File: src/rtl/bin_display_rx.sv
// Receiver for the divider's slow toggle + 4-bit count: synchronises both, captures
// each new value onto LEDs, shows it as decimal 00-15 on a 2-digit scanned display.
module bin_display_rx #(
    parameter int REFRESH_DIV    = 50000,
    parameter int STALE_CYCLES   = 400000000,
    parameter bit SEG_ACTIVE_LOW = 1'b1,
    parameter bit BLANK_LZ       = 1'b1
) (
    input  logic       clk,
    input  logic       rst_n,
    input  logic       tog_in,
    input  logic [3:0] num_in,
    output logic [3:0] led,
    output logic       upd_pulse,
    output logic [6:0] seg,
    output logic [1:0] an,
    output logic       stale
);

    localparam int RW = $clog2(REFRESH_DIV + 1);
    localparam int SW = $clog2(STALE_CYCLES + 1);
    localparam logic [6:0] SEG_OFF = {7{SEG_ACTIVE_LOW}};
    localparam logic [1:0] AN_OFF  = {2{SEG_ACTIVE_LOW}};

    typedef enum logic {DIG0, DIG1} scan_state_t;

    scan_state_t   state_reg, state_next;
    logic [RW-1:0] refresh_cnt_reg, refresh_cnt_next;
    logic [SW-1:0] stale_cnt_reg, stale_cnt_next;
    logic          tog_s1_reg, tog_s2_reg, tog_s3_reg;
    logic [3:0]    num_n1_reg, num_n2_reg;
    logic          primed_reg, primed_next;
    logic [1:0]    prime_cnt_reg, prime_cnt_next;
    logic [3:0]    led_reg, led_next;
    logic          upd_pulse_reg, upd_pulse_next;
    logic [6:0]    seg_reg, seg_next;
    logic [1:0]    an_reg, an_next;

    logic       upd;
    logic [3:0] units;
    logic       tens_nz;
    logic [6:0] tens_pat, seg_raw;
    logic [1:0] an_raw;

    function automatic logic [6:0] seg_code(input logic [3:0] d);
        case (d)
            4'd0:    seg_code = 7'h3F;
            4'd1:    seg_code = 7'h06;
            4'd2:    seg_code = 7'h5B;
            4'd3:    seg_code = 7'h4F;
            4'd4:    seg_code = 7'h66;
            4'd5:    seg_code = 7'h6D;
            4'd6:    seg_code = 7'h7D;
            4'd7:    seg_code = 7'h07;
            4'd8:    seg_code = 7'h7F;
            4'd9:    seg_code = 7'h6F;
            default: seg_code = 7'h00;
        endcase
    endfunction

    always_ff @(posedge clk) begin
        if (!rst_n) begin
            state_reg       <= DIG0;
            refresh_cnt_reg <= '0;
            stale_cnt_reg   <= '0;
            tog_s1_reg      <= 1'b0;
            tog_s2_reg      <= 1'b0;
            tog_s3_reg      <= 1'b0;
            num_n1_reg      <= 4'd0;
            num_n2_reg      <= 4'd0;
            primed_reg      <= 1'b0;
            prime_cnt_reg   <= 2'd0;
            led_reg         <= 4'd0;
            upd_pulse_reg   <= 1'b0;
            seg_reg         <= SEG_OFF;
            an_reg          <= AN_OFF;
        end else begin
            state_reg       <= state_next;
            refresh_cnt_reg <= refresh_cnt_next;
            stale_cnt_reg   <= stale_cnt_next;
            tog_s1_reg      <= tog_in;
            tog_s2_reg      <= tog_s1_reg;
            tog_s3_reg      <= tog_s2_reg;
            num_n1_reg      <= num_in;
            num_n2_reg      <= num_n1_reg;
            primed_reg      <= primed_next;
            prime_cnt_reg   <= prime_cnt_next;
            led_reg         <= led_next;
            upd_pulse_reg   <= upd_pulse_next;
            seg_reg         <= seg_next;
            an_reg          <= an_next;
        end
    end

    // Capture path: priming load, toggle-driven updates and the saturating stale counter.
    always_comb begin
        primed_next    = primed_reg;
        prime_cnt_next = prime_cnt_reg;
        led_next       = led_reg;
        upd_pulse_next = 1'b0;
        stale_cnt_next = stale_cnt_reg;
        upd            = primed_reg && (tog_s2_reg != tog_s3_reg);

        if (!primed_reg) begin
            if (prime_cnt_reg == 2'd2) begin
                primed_next    = 1'b1;
                led_next       = num_n2_reg;
                stale_cnt_next = '0;
            end else begin
                prime_cnt_next = prime_cnt_reg + 2'd1;
            end
        end else if (upd) begin
            led_next       = num_n2_reg;
            upd_pulse_next = 1'b1;
            stale_cnt_next = '0;
        end else if (stale_cnt_reg != SW'(STALE_CYCLES)) begin
            stale_cnt_next = stale_cnt_reg + SW'(1);
        end
    end

    // Scan: the wrap edge flips the digit and blanks the anodes for one cycle
    // while seg already loads the incoming digit's pattern.
    always_comb begin
        state_next       = state_reg;
        refresh_cnt_next = refresh_cnt_reg + RW'(1);
        tens_nz          = (led_reg >= 4'd10);
        units            = tens_nz ? (led_reg - 4'd10) : led_reg;
        tens_pat         = (BLANK_LZ && !tens_nz) ? 7'h00 : seg_code({3'b000, tens_nz});

        if (refresh_cnt_reg == RW'(REFRESH_DIV - 1)) begin
            state_next       = (state_reg == DIG0) ? DIG1 : DIG0;
            refresh_cnt_next = '0;
            an_raw           = 2'b00;
        end else begin
            an_raw = (state_reg == DIG0) ? 2'b01 : 2'b10;
        end

        seg_raw  = (state_next == DIG0) ? seg_code(units) : tens_pat;
        seg_next = SEG_ACTIVE_LOW ? ~seg_raw : seg_raw;
        an_next  = SEG_ACTIVE_LOW ? ~an_raw : an_raw;
    end

    assign led       = led_reg;
    assign upd_pulse = upd_pulse_reg;
    assign seg       = seg_reg;
    assign an        = an_reg;
    assign stale     = (stale_cnt_reg == SW'(STALE_CYCLES));

endmodule

File: config.mk
export PLATFORM = sky130hd
export DESIGN_NAME = bin_display_rx
export DESIGN_NICKNAME = d
export VERILOG_FILES = /design/src/rtl/bin_display_rx.sv
export SDC_FILE = /design/constraint.sdc
export NUM_CORES = 1
export LEC_CHECK = 0
export BUFFER_PORTS_ARGS = -buffer_cell sky130_fd_sc_hd__buf_2
export CAP_MARGIN = 40
export CORE_UTILIZATION = 45
export DETAILED_ROUTE_END_ITERATION = 10
export SLEW_MARGIN = 20
export SYNTH_ARGS = -nofsm -noshare
export SYNTH_HDL_FRONTEND = slang
export SYNTH_SLANG_ARGS = --single-unit
File: constraint.sdc
create_clock -name clk -period 4.4 [get_ports clk]
set_clock_uncertainty 0.2 [all_clocks]
set_input_delay 0.22 -clock clk [delete_from_list [all_inputs] [get_ports clk]]
set_output_delay 0.22 -clock clk [all_outputs]
set_load 0.03 [all_outputs]
==> qor.yml <==
final_layout:
  syn2layout_area_growth_pct: 12.85
  nFillCells: 688
  largest_register_ffs: 29
  layout.nets: 422
  n_antenna_cell: 0
  drive_gt1_share_pct: 13.66
run_status:
  status: "completed"
worst_setup_path:
  cp-startpoint: "stale_cnt_reg[5]"
  startpoint_type: "register"
  slowest_delay_ps: 690
  slowest_stage: "o31ai_4"
  cp.required_ps: 4470
  arrival_ps: 2840
  reg2reg_from: "stale_cnt_reg[5]"
  crit_fanout: 21
  cp_cell_sequence: "or4_4 > or4_4 > o31ai_4 > o31ai_1 > a21oi_1"
  cp-endpoint: "stale_cnt_reg[28]"
  r2r_end: "stale_cnt_reg[28]"
  path_common_cell: "or4_4"
  path_class: "reg2reg"
  rr_worst_depth: 5
  setup.worst_path.end_class: "register"
  r2r_slack_ps: 1630
routing:
  ant_nets: 0
  route.detailed.drc: 0
  vias: 2712
  wl_per_cell_um: 13.55
  first_pass_iters: 5
  avgViaCountPerCell: 5.328
  wirelength_mm: 6.897
  first_iter_violations: 148
place:
  gp_congestion: 0.8686
  io_buffers: 21
  dp_hpwl_mm: 4.687
cts:
  path_clk_slew_ps: 80
  ctsResizeCount: 0
  clk_path_buf_depth: 2
  clockRootBuffer: "clkbuf_8"
  clock_latency_ps: 350
  cts_inserted_buffers: 9
  clkSinkCount: 74
  cts.htree.levels: 3
  tritoncts: "done"
sta:
  fin_crit_ps: 2771
  min_period_over_period_pct: 62.98
  hold_viol: 0
  slew_headroom_pct: 44.17
  worstMarginPinSlew_ps: 829.8
  rsz0062_at_grt: "false"
  fin_tns_setup_ps: 0
  setup_violations: 0
  drv_slew: 0
  max_freq_ghz: 0.3609
grt:
  grt_first_pass_wirelength_mm: 11.85
  grt-ovfl-total: 0
  grt_antenna_before_repair: 0
  grt_max_degree: 26
  first_global_vias: 2511
  groute.usage.overall_pct: 19.66
floorplan:
  fp.dieW_um: 88.28
  dieHeight_um: 88.28
  die_area_mm2: 0.007792
  start_util_pct: 46.43
  core_region_area_mm2: 0.007214
  io_pins: 22
  core.rowCount: 31
synth:
  ys.flop_type: "dfxtp_1"
  syn_area_mm2: 0.003349
  synth_cells: 377
  synthTopCellsByCount: "74 x dfxtp_1, 47 x nor2_1, 34 x nand2_1"
  synth_edf_count: 0
  synth_warnings: 0
  synth_area_leaders: "dfxtp_1 44%, nor2_1 5.3%, nand2_1 3.8%"
  ys_ff_latch: 74
  yosysTopAreaCellShare_pct: 44.23
  synth.avg_cell_area_um2: 8.885
  ys_async_sr_fraction_pct: 0
  synth_top_area_cell: "dfxtp_1"
  syn_nets: 394
  yosysMostFrequentCell: "dfxtp_1"
  ys_types: 44
  ys_seq_area_share_pct: 44.23
power:
  leakage_nw: 1.354
  power_density_mw_per_mm2: 406.4
  peakVddDrop_mv: 0.1895
  finalPower_w: 0.001536
flow_run:
  max-cap-violations: 0
worst_hold_path:
  hold_class: "in2reg"
  hp-start: "rst_n"
## cell type report
class                      instances  area, um2  area share, %
inverter                          12      45.04          1.192
sequential                        74       1481          39.19
tap                               99      123.9          3.277
clock buffer                      10      127.6          3.376
clock inverter                     6      66.31          1.754
multi-input combinational        280       1758          46.51
timing repair buffer              28      177.7          4.700
## stage by stage
step	utilization (%)	hold WS [ps]	setup WS, ps	cells	instance area, um2
floorplan	-	147.3	2062	377	3349
global placement	48.70	213.6	1623	486	3513
detailed placement	48.91	221.5	1634	487	3528
CTS	52.29	43.43	1596	508	3772
global route	52.39	60.58	1446	509	3780
finish	52.39	48.39	1629	509	3780
## worst min path at each step
stage / depth (start not counted) / to / slack, ps
2_1_floorplan: 1 / num_n1_reg[0] / 150
3_3_place_gp: 1 / num_n2_reg[0] / 210
3_5_place_dp: 1 / tog_s2_reg / 220
4_1_cts: 2 / an[0] / 40
5_1_grt: 2 / an[0] / 60
6_report: 2 / an[0] / 50
## worst max-delay path, delay by kind of cell (launching register included)
family	cells	cell delay (ps)
AO/OA/AOI/OAI	3	1040
flip-flops	1	350
AND/OR/NAND/NOR	2	1110
## routing by layer
layer / track usage [%] / routed length [um] / part of all wire (%) / vias to the layer above
met5: 0 / 0 / 0 / -
met4: 6.598 / 69 / 1.0 / 0
met3: 5.317 / 223 / 3.2 / 6
met2: 31.05 / 3176 / 46 / 44
met1: 26.04 / 3427 / 50 / 1276
li1: - / - / - / 1386
## cell usage in the layout, fill, tap and decap left out, drive strengths merged, types with 7 or more instances in the layout
cell | Yosys | final
o21ai | 18 | 18
dfxtp | 74 | 74
and3 | 11 | 11
nor2 | 47 | 47
clkbuf | 9 | 10
nand4 | 15 | 15
o31ai | 9 | 9
and2 | 14 | 14
a21oi | 19 | 19
ha | 10 | 10
xor2 | 13 | 13
nand2 | 35 | 35
xnor2 | 12 | 12
buf | 2 | 23
nand3 | 14 | 14
or3 | 7 | 7
or4 | 11 | 11
inv | 12 | 13
nor3 | 8 | 8
## where the power goes
part / leakage, nW / internal (W) / total (W) / switching [W]
Combinational: 0.662 / 0.0000903 / 0.000292 / 0.000202
Sequential: 0.603 / 0.000701 / 0.000722 / 0.0000214
Clock: 0.0889 / 0.000263 / 0.000522 / 0.000259
## timing repair
| item | in CTS | in global routing |
|---|---|---|
| endpoints found under the hold margin | 5 | 0 |
| buffers inserted | 0 | 0 |
| endpoints found under the setup margin | 0 | 0 |
| hold buffers | 5 | 0 |
## logic make-up (layout without fill, tap and decap cells)
kind of cell	after synthesis	in the layout	share of synthesized area, %
AO/OA/AOI/OAI	60	60	12.51
XOR/XNOR	25	25	6.537
multiplexers	5	5	1.494
adder cells (fa/ha/maj)	10	10	3.736
AND/OR/NAND/NOR	180	180	28.20
flip-flops	74	74	44.23
buffers and inverters	23	56	3.287
(Power assumes the default switching activity.)
